===== src/rtl/disp_pkg.sv =====
`default_nettype none
// =============================================================================
// Module      : disp_pkg
// Description : Shared encodings and helpers for the display conversion scheduler.
// Revision    : 1.0 - initial release
// =============================================================================
package disp_pkg;

    localparam logic [1:0] c_st_idle  = 2'd0;
    localparam logic [1:0] c_st_load  = 2'd1;
    localparam logic [1:0] c_st_shift = 2'd2;
    localparam logic [1:0] c_st_store = 2'd3;

    localparam logic [1:0] c_slot_a = 2'd0;
    localparam logic [1:0] c_slot_b = 2'd1;
    localparam logic [1:0] c_slot_r = 2'd2;

    localparam int c_bcd2_w = 8;
    localparam int c_bcd4_w = 16;

    // Double-dabble correction: any digit of 5 or more gets +3 before the shift.
    function automatic logic [c_bcd4_w-1:0] bcd_add3(input logic [c_bcd4_w-1:0] v);
        logic [c_bcd4_w-1:0] r;
        r = v;
        for (int i = 0; i < c_bcd4_w / 4; i++) begin
            if (r[4*i +: 4] >= 4'd5) begin
                r[4*i +: 4] = r[4*i +: 4] + 4'd3;
            end
        end
        return r;
    endfunction

    function automatic logic [1:0] slot_rotate(input logic [1:0] s);
        logic [1:0] n;
        case (s)
            c_slot_a: n = c_slot_b;
            c_slot_b: n = c_slot_r;
            default:  n = c_slot_a;
        endcase
        return n;
    endfunction

endpackage
`default_nettype wire


===== src/rtl/bin2bcd_seq.sv =====
`default_nettype none
// =============================================================================
// Module      : bin2bcd_seq
// Description : Sequential shift-and-add-3 binary to 4-digit BCD converter.
// Revision    : 1.0 - initial release
// =============================================================================
module bin2bcd_seq
    import disp_pkg::*;
#(
    parameter int BIN_W = 12
) (
    input  logic                clk,
    input  logic                rst,
    input  logic                start,
    input  logic [BIN_W-1:0]    bin,
    output logic [c_bcd4_w-1:0] bcd,
    output logic                done
);

    localparam int                   c_cnt_w    = $clog2(BIN_W + 1);
    localparam logic [c_cnt_w-1:0]   c_cnt_init = c_cnt_w'(BIN_W);
    localparam logic [c_cnt_w-1:0]   c_cnt_one  = c_cnt_w'(1);

    logic [BIN_W-1:0]          r_bin;
    logic [c_bcd4_w-1:0]       r_bcd;
    logic [c_cnt_w-1:0]        r_cnt;
    logic [c_bcd4_w-1:0]       w_adj;
    logic [c_bcd4_w+BIN_W-1:0] w_shift;

    assign w_adj   = bcd_add3(r_bcd);
    assign w_shift = {w_adj, r_bin} << 1;

    always_ff @(posedge clk) begin
        if (rst) begin
            r_bin <= '0;
            r_bcd <= '0;
            r_cnt <= '0;
        end else if (start) begin
            r_bin <= bin;
            r_bcd <= '0;
            r_cnt <= c_cnt_init;
        end else if (r_cnt != '0) begin
            r_bcd <= w_shift[c_bcd4_w+BIN_W-1:BIN_W];
            r_bin <= w_shift[BIN_W-1:0];
            r_cnt <= r_cnt - c_cnt_one;
        end
    end

    assign bcd  = r_bcd;
    // High during the final shift cycle; bcd is complete on the following cycle.
    assign done = (r_cnt == c_cnt_one);

endmodule
`default_nettype wire


===== src/rtl/disp_conv_sched.sv =====
`default_nettype none
// =============================================================================
// Module      : disp_conv_sched
// Description : Time-shares one BCD converter among operand A, B and ALU result.
// Revision    : 1.0 - initial release
// =============================================================================
module disp_conv_sched
    import disp_pkg::*;
#(
    parameter int width = 6
) (
    input  logic                clk,
    input  logic                rst,
    input  logic [width-1:0]    a,
    input  logic [width-1:0]    b,
    input  logic [2*width-1:0]  result,
    input  logic                err,
    input  logic                res_stb,
    input  logic                freeze,
    output logic [c_bcd2_w-1:0] bcd_a,
    output logic [c_bcd2_w-1:0] bcd_b,
    output logic [c_bcd4_w-1:0] bcd_r,
    output logic                sgn_r,
    output logic                ovf_r,
    output logic [2:0]          valid,
    output logic                busy
);

    localparam int c_bin_w = 2 * width;

    logic [1:0]          r_state;
    logic [1:0]          r_slot;
    logic [1:0]          r_rr;
    logic                r_pending;
    logic                r_sgn_hold;
    logic                r_ovf_hold;
    logic [c_bcd2_w-1:0] r_bcd_a;
    logic [c_bcd2_w-1:0] r_bcd_b;
    logic [c_bcd4_w-1:0] r_bcd_r;
    logic                r_sgn_r;
    logic                r_ovf_r;
    logic [2:0]          r_valid;

    logic [1:0]          w_next_slot;
    logic                w_advance;
    logic [c_bin_w-1:0]  w_mag;
    logic [c_bin_w-1:0]  w_bin;
    logic                w_start;
    logic                w_done;
    logic [c_bcd4_w-1:0] w_bcd;

    // The pointer only moves when the rotation slot itself is served, so a
    // priority R conversion leaves the rotation where it was.
    assign w_next_slot = r_pending ? c_slot_r : r_rr;
    assign w_advance   = (w_next_slot == r_rr);

    assign w_mag = result[c_bin_w-1] ? -result : result;

    always_comb begin
        w_bin = '0;
        case (r_slot)
            c_slot_a: w_bin = c_bin_w'(a);
            c_slot_b: w_bin = c_bin_w'(b);
            default:  w_bin = w_mag;
        endcase
    end

    assign w_start = (r_state == c_st_load);

    bin2bcd_seq #(
        .BIN_W (c_bin_w)
    ) u_bin2bcd (
        .clk   (clk),
        .rst   (rst),
        .start (w_start),
        .bin   (w_bin),
        .bcd   (w_bcd),
        .done  (w_done)
    );

    always_ff @(posedge clk) begin
        if (rst) begin
            r_state    <= c_st_idle;
            r_slot     <= c_slot_a;
            r_rr       <= c_slot_a;
            r_pending  <= 1'b0;
            r_sgn_hold <= 1'b0;
            r_ovf_hold <= 1'b0;
            r_bcd_a    <= '0;
            r_bcd_b    <= '0;
            r_bcd_r    <= '0;
            r_sgn_r    <= 1'b0;
            r_ovf_r    <= 1'b0;
            r_valid    <= 3'b000;
        end else begin
            if (res_stb) begin
                r_pending <= 1'b1;
            end else if (r_state == c_st_load && r_slot == c_slot_r) begin
                r_pending <= 1'b0;
            end

            case (r_state)
                c_st_idle: begin
                    if (!freeze) begin
                        r_state <= c_st_load;
                        r_slot  <= w_next_slot;
                        if (w_advance) begin
                            r_rr <= slot_rotate(r_rr);
                        end
                    end
                end
                c_st_load: begin
                    if (r_slot == c_slot_r) begin
                        r_sgn_hold <= result[c_bin_w-1];
                        r_ovf_hold <= err;
                    end
                    r_state <= c_st_shift;
                end
                c_st_shift: begin
                    if (w_done) begin
                        r_state <= c_st_store;
                    end
                end
                default: begin
                    case (r_slot)
                        c_slot_a: begin
                            r_bcd_a    <= w_bcd[c_bcd2_w-1:0];
                            r_valid[0] <= 1'b1;
                        end
                        c_slot_b: begin
                            r_bcd_b    <= w_bcd[c_bcd2_w-1:0];
                            r_valid[1] <= 1'b1;
                        end
                        default: begin
                            r_bcd_r    <= w_bcd;
                            r_sgn_r    <= r_sgn_hold;
                            r_ovf_r    <= r_ovf_hold;
                            r_valid[2] <= 1'b1;
                        end
                    endcase
                    if (freeze) begin
                        r_state <= c_st_idle;
                    end else begin
                        r_state <= c_st_load;
                        r_slot  <= w_next_slot;
                        if (w_advance) begin
                            r_rr <= slot_rotate(r_rr);
                        end
                    end
                end
            endcase
        end
    end

    assign bcd_a = r_bcd_a;
    assign bcd_b = r_bcd_b;
    assign bcd_r = r_bcd_r;
    assign sgn_r = r_sgn_r;
    assign ovf_r = r_ovf_r;
    assign valid = r_valid;
    assign busy  = (r_state != c_st_idle);

endmodule
`default_nettype wire


===== config.mk =====
export PLATFORM = sky130hd
export DESIGN_NAME = disp_conv_sched
export DESIGN_NICKNAME = d
export VERILOG_FILES = /design/src/rtl/disp_pkg.sv /design/src/rtl/bin2bcd_seq.sv /design/src/rtl/disp_conv_sched.sv
export SDC_FILE = /design/constraint.sdc
export NUM_CORES = 1
export LEC_CHECK = 0
export ABC_CLOCK_PERIOD_IN_PS = 1710
export BUFFER_PORTS_ARGS = -buffer_cell sky130_fd_sc_hd__buf_2
export CORE_MARGIN = 1
export CORE_UTILIZATION = 45
export CTS_BUF_LIST = sky130_fd_sc_hd__clkbuf_4
export DETAILED_ROUTE_END_ITERATION = 12
export PLACE_DENSITY_LB_ADDON = 0.12
export SLEW_MARGIN = 20
export SYNTH_ARGS = -nofsm -noshare
export SYNTH_HDL_FRONTEND = slang
export SYNTH_SLANG_ARGS = --single-unit

===== constraint.sdc =====
create_clock -name clk -period 1.71 [get_ports clk]
set_input_delay 0.2565 -clock clk [delete_from_list [all_inputs] [get_ports clk]]
set_output_delay 0.2565 -clock clk [all_outputs]
set_load 0.01 [all_outputs]

==> results by stage <==
Drt:
- After detailed routing, the total wire length is 8570 µm.
- The via count is 3309.
- The detail-routed via count per cell is 5.18.
- The remaining number of nets flagged by the antenna check after routing is 0.
- In the routed design, unresolved DRC markers number 0.
- The detailed router finished its first iteration with 88 violations.
- The count of TritonRoute iterations in the first routing pass is 4.
- Dividing the detail-routed wire length by the instance count gives approximately 13 µm.

Logic synthesis:
- In this run, synthesis produced a sequential element count of between 70 and 80.
- Of the total synthesized cell area, the portion taken by full adders, half adders and majority gates is 0.0577.
- The share of the synthesized netlist area taken by xor and xnor gates is 0.0238.
- The sequential share of the synthesized area is 0.423.
- Of the post-synthesis cell area, the part taken by muxes is 0.0753.
- The number of nets handed over by synthesis was 488.
- Counting distinct cell types in the post-synthesis netlist gives 43.
- The area fraction in compound gates after synthesis came to 0.167.
- The count of warnings emitted by yosys is 0.
- The average cell area after synthesis is 8.34 µm².
- The mapped netlist covers ~0.0037 mm².
- The combinational family with the most area after synthesis is simple AND/OR/NAND/NOR gates.
- Of the total synthesized cell area, the portion taken by AND, OR, NAND and NOR gates is 0.205.
- The instance count of the mapped netlist is 442.

Pwr:
- In this run the power density over the cells is 1270 mW/mm².
- For this design the static power due to leakage is roughly 0.0019 µW.
- The worst-case IR drop observed on VDD is 0.000600 V.

Floorplan:
- The area of the die is ~0.0086 mm².
- The region available for standard cell placement spans 0.00781 mm².
- The starting density of the core is 0.472.
- The overall die width is 92.5 µm.
- The number of rows created at floorplan is 32.
- The top-level I/O count is 67.
- The die boundary height is 92.5 µm.

Cells and area:
- The number of antenna cells inserted is 0.
- The number of nets in the final layout is 578.
- In the final layout, the share of cells above drive strength 1 is 0.285.
- In the layout the commonest cells are sky130_fd_sc_hd__dfxtp_1 (75), sky130_fd_sc_hd__buf_2 (66), sky130_fd_sc_hd__nor2_1 (50).
- The final design instance area without fill is between 0.004 and 0.005 mm².
- The most frequent standard cell in the layout excluding fill and tap cells is sky130_fd_sc_hd__dfxtp_1.
- The area added between synthesis and finish is 23.6%.

Global route:
- The largest net degree at the start of global routing is 29.
- The total overflow left after global routing is 0.
- The number of antenna violations at the first check in global routing is 0.
- Across every metal layer, demand over resource in global routing totals 0.218.
- The number of global-route vias before repair is between 3000 and 4000.
- The first-pass GRT wire length is 14800 µm.

Clock network:
- The TritonCTS clock tree is done.
- The clock tree buffer depth is 2.
- Buffers inserted during clock tree synthesis total 9.
- The later pin in the worst-skew pair is clocked with a latency of 0.43 ns.
- The total clock sinks is 78.
- The tree is rooted in a sky130_fd_sc_hd__clkbuf_4.
- For this design, the CTS-stage hold fixing added 0 buffers.
- The clock-pin slew of the registers on the worst-case setup and hold paths is 0.14 ns.
- The level count of the clock H-tree is 3.

Place:
- The post-placement cell area is 0.00436 mm².
- The detailed placement HPWL is 6350 µm.
- The congestion estimate from routability-driven global placement came to 0.812.
- The number of input and output port buffers inserted is 66.

Worst setup path:
- The stage delay of the slowest cell on the critical path is roughly 0.42 ns.
- The kind of cell with the highest combined delay along the critical path is simple AND/OR/NAND/NOR gates.
- The arrival time at the worst endpoint is between 1.5 and 2 ns.
- The worst setup path is captured at a flip-flop.
- Traced cell by cell, the critical path runs through inv_2 -> ha_4 -> nand2_4 -> or3_1 -> or4_4 -> a211oi_2.
- The critical path required time is 2.05 ns.
- Counting both buffers and inverters, the worst setup path holds a total of 1.
- The startpoint kind of the worst setup timing path is a flip-flop.
- Along the worst path, the maximum fanout reaches 4.
- The classification of the worst setup path is flip-flop to flip-flop.
- The slowest stage cell on the critical path is sky130_fd_sc_hd__or4_4.

Timing:
- The actual slew at the worst max-slew pin is between 0.3 and 0.4 ns.
- Of the available clock period, the critical path in the final layout requires 0.964.
- Setup repair after global routing left no endpoint under its margin.
- Setup violations remaining at the end of the flow were counted as 0.
- The worst hold margin is 0.0471 ns.
- The worst pin sits at a relative slew slack of 0.744.
- The minimum clock period is 1.65 ns.
- The final number of max-transition violations came to 0.
- Based on the critical path, the design can be clocked at up to 607 MHz.
- The final hold violation count is 0.
- Between clock sinks in the finished design, the worst skew comes to 0.0262 ns.

Status:
- The flow ran to the end, and the final reports show no timing, DRC or antenna violations.

Run:
- The max-cap check violation count is 0.

Worst hold path:
- The path class of the tightest hold or removal check is primary input to flip-flop.
==> sequential cells by signal (all words and copies together) (netlist names) <==
name	cells
valid	3
r_state	2
u_bin2bcd.r_cnt	4
r_rr	2
r_sgn_hold	1
u_bin2bcd.r_bin	12
bcd_r	16
u_bin2bcd.bcd	16
r_slot	2
r_ovf_hold	1
ovf_r	1
r_pending	1
bcd_a	8
bcd_b	8
sgn_r	1
==> power by group <==
| group | switching (µW) | internal, µW | total [µW] |
|---|---|---|---|
| Combinational | 1320 | 1160 | 2470 |
| Clock | 700 | 313 | 1010 |
| Sequential | 225 | 2100 | 2320 |
| Total | 2240 | 3570 | 5810 |
==> metal layers <==
| metal | vias up | GRT usage | share of wire |
|---|---|---|---|
| met2 | 52 | 0.362 | 0.47 |
| li1 | 1715 | - | - |
| met3 | 18 | 0.0378 | 0.040 |
| met4 | 0 | 0.0911 | 0.023 |
| met1 | 1524 | 0.279 | 0.47 |
| met5 | - | 0 | 0 |
==> worst reg2reg max path, cell delays in order, from the launching register on <==
cell,delay (ns)
sky130_fd_sc_hd__dfxtp_2,0.34
sky130_fd_sc_hd__inv_2,0.07
sky130_fd_sc_hd__ha_4,0.15
sky130_fd_sc_hd__nand2_4,0.06
sky130_fd_sc_hd__or3_1,0.37
sky130_fd_sc_hd__or4_4,0.42
sky130_fd_sc_hd__a211oi_2,0.17
==> layout make-up <==
class | instances | area [µm²]
Clock buffer | 9 | 67.6
Clock inverter | 7 | 55.1
Fill cell | 777 | 3250
Inverter | 19 | 71.3
Multi-Input combinational cell | 317 | 2030
Sequential cell | 78 | 1570
Tap cell | 102 | 128
Timing Repair Buffer | 107 | 642
==> cell families (layout without fill, tap and decap cells) <==
kind of cell             after synthesis  after routing
adder cells (fa/ha/maj)               17             17
AND/OR/NAND/NOR                      160            160
XOR/XNOR                              10             10
buffers and inverters                 47            142
flip-flops                            78             78
AO/OA/AOI/OAI                        103            103
multiplexers                          27             27
==> stage by stage <==
step	util	setup TNS, ns	instances	power [µW]	worst slack, ns
after floorplan	-	-0.0296	442	3880	-0.0296
after global placement	0.558	-0.665	622	4630	-0.182
after detailed placement	0.558	-0.930	622	4670	-0.272
after CTS	0.577	0	638	5720	0.00120
after global routing	0.584	0	639	6270	0.00120
final	0.584	0	639	5810	0.0615
==> final timing paths <==
kind,from,to,slack [ns],cells after the start
hold reg to reg,valid[1]$_SDFFE_PP0P_,valid[1]$_SDFFE_PP0P_,0.46,2
hold / removal,res_stb,r_pending$_SDFFE_PP0P_,0.05,3
setup / recovery,r_state[1]$_SDFFE_PP0P_,u_bin2bcd.r_bin[11]$_SDFFE_PP0P_,0.06,6
setup reg to reg,r_state[1]$_SDFFE_PP0P_,u_bin2bcd.r_bin[11]$_SDFFE_PP0P_,0.06,6
==> Yosys cell counts <==
cell	instances	area [µm²]
sky130_fd_sc_hd__o211ai_1	3	22.5
sky130_fd_sc_hd__xnor2_1	7	61.3
sky130_fd_sc_hd__o2111ai_1	1	8.76
sky130_fd_sc_hd__or4_2	1	8.76
sky130_fd_sc_hd__and2_1	3	18.8
sky130_fd_sc_hd__nor4b_1	1	8.76
sky130_fd_sc_hd__nand3b_1	2	15.0
sky130_fd_sc_hd__o221ai_1	1	8.76
sky130_fd_sc_hd__or3_1	3	18.8
sky130_fd_sc_hd__o21bai_1	4	30.0
sky130_fd_sc_hd__nor3b_1	5	37.5
sky130_fd_sc_hd__a211oi_1	13	97.6
sky130_fd_sc_hd__a2111oi_0	1	8.76
sky130_fd_sc_hd__ha_1	17	213
sky130_fd_sc_hd__mux2_2	6	67.6
sky130_fd_sc_hd__a311oi_1	4	35.0
sky130_fd_sc_hd__a22o_1	1	8.76
sky130_fd_sc_hd__nand4b_1	1	8.76
sky130_fd_sc_hd__xor2_1	3	26.3
sky130_fd_sc_hd__o41ai_1	1	8.76
sky130_fd_sc_hd__clkbuf_1	25	93.8
sky130_fd_sc_hd__or4_4	1	11.3
sky130_fd_sc_hd__nor2_1	50	188
sky130_fd_sc_hd__nor3_1	11	55.1
sky130_fd_sc_hd__o22ai_1	1	6.26
sky130_fd_sc_hd__a21oi_1	46	230
sky130_fd_sc_hd__or2_2	1	6.26
sky130_fd_sc_hd__buf_1	3	11.3
sky130_fd_sc_hd__inv_1	19	71.3
sky130_fd_sc_hd__mux2i_1	21	210
sky130_fd_sc_hd__o31ai_1	2	15.0
sky130_fd_sc_hd__or2b_2	1	8.76
sky130_fd_sc_hd__or3b_2	2	17.5
sky130_fd_sc_hd__a2bb2oi_1	1	8.76
sky130_fd_sc_hd__nand2_1	50	188
sky130_fd_sc_hd__nor2b_1	5	31.3
sky130_fd_sc_hd__or4_1	4	30.0
sky130_fd_sc_hd__o21ai_0	23	115
sky130_fd_sc_hd__nand2b_1	5	31.3
sky130_fd_sc_hd__nor4_1	2	12.5
sky130_fd_sc_hd__nand3_1	12	60.1
sky130_fd_sc_hd__dfxtp_1	78	1560
sky130_fd_sc_hd__o41a_1	1	11.3
==> timing repair <==
action / 4_1_cts / 5_1_grt
pin swaps: 3 / 1
setup endpoints to repair: 3 / 32
resized for setup: 7 / 14
setup buffers: 0 / 1
hold endpoints to repair: 0 / 0
No activity file was read; power rests on OpenSTA's default activity.
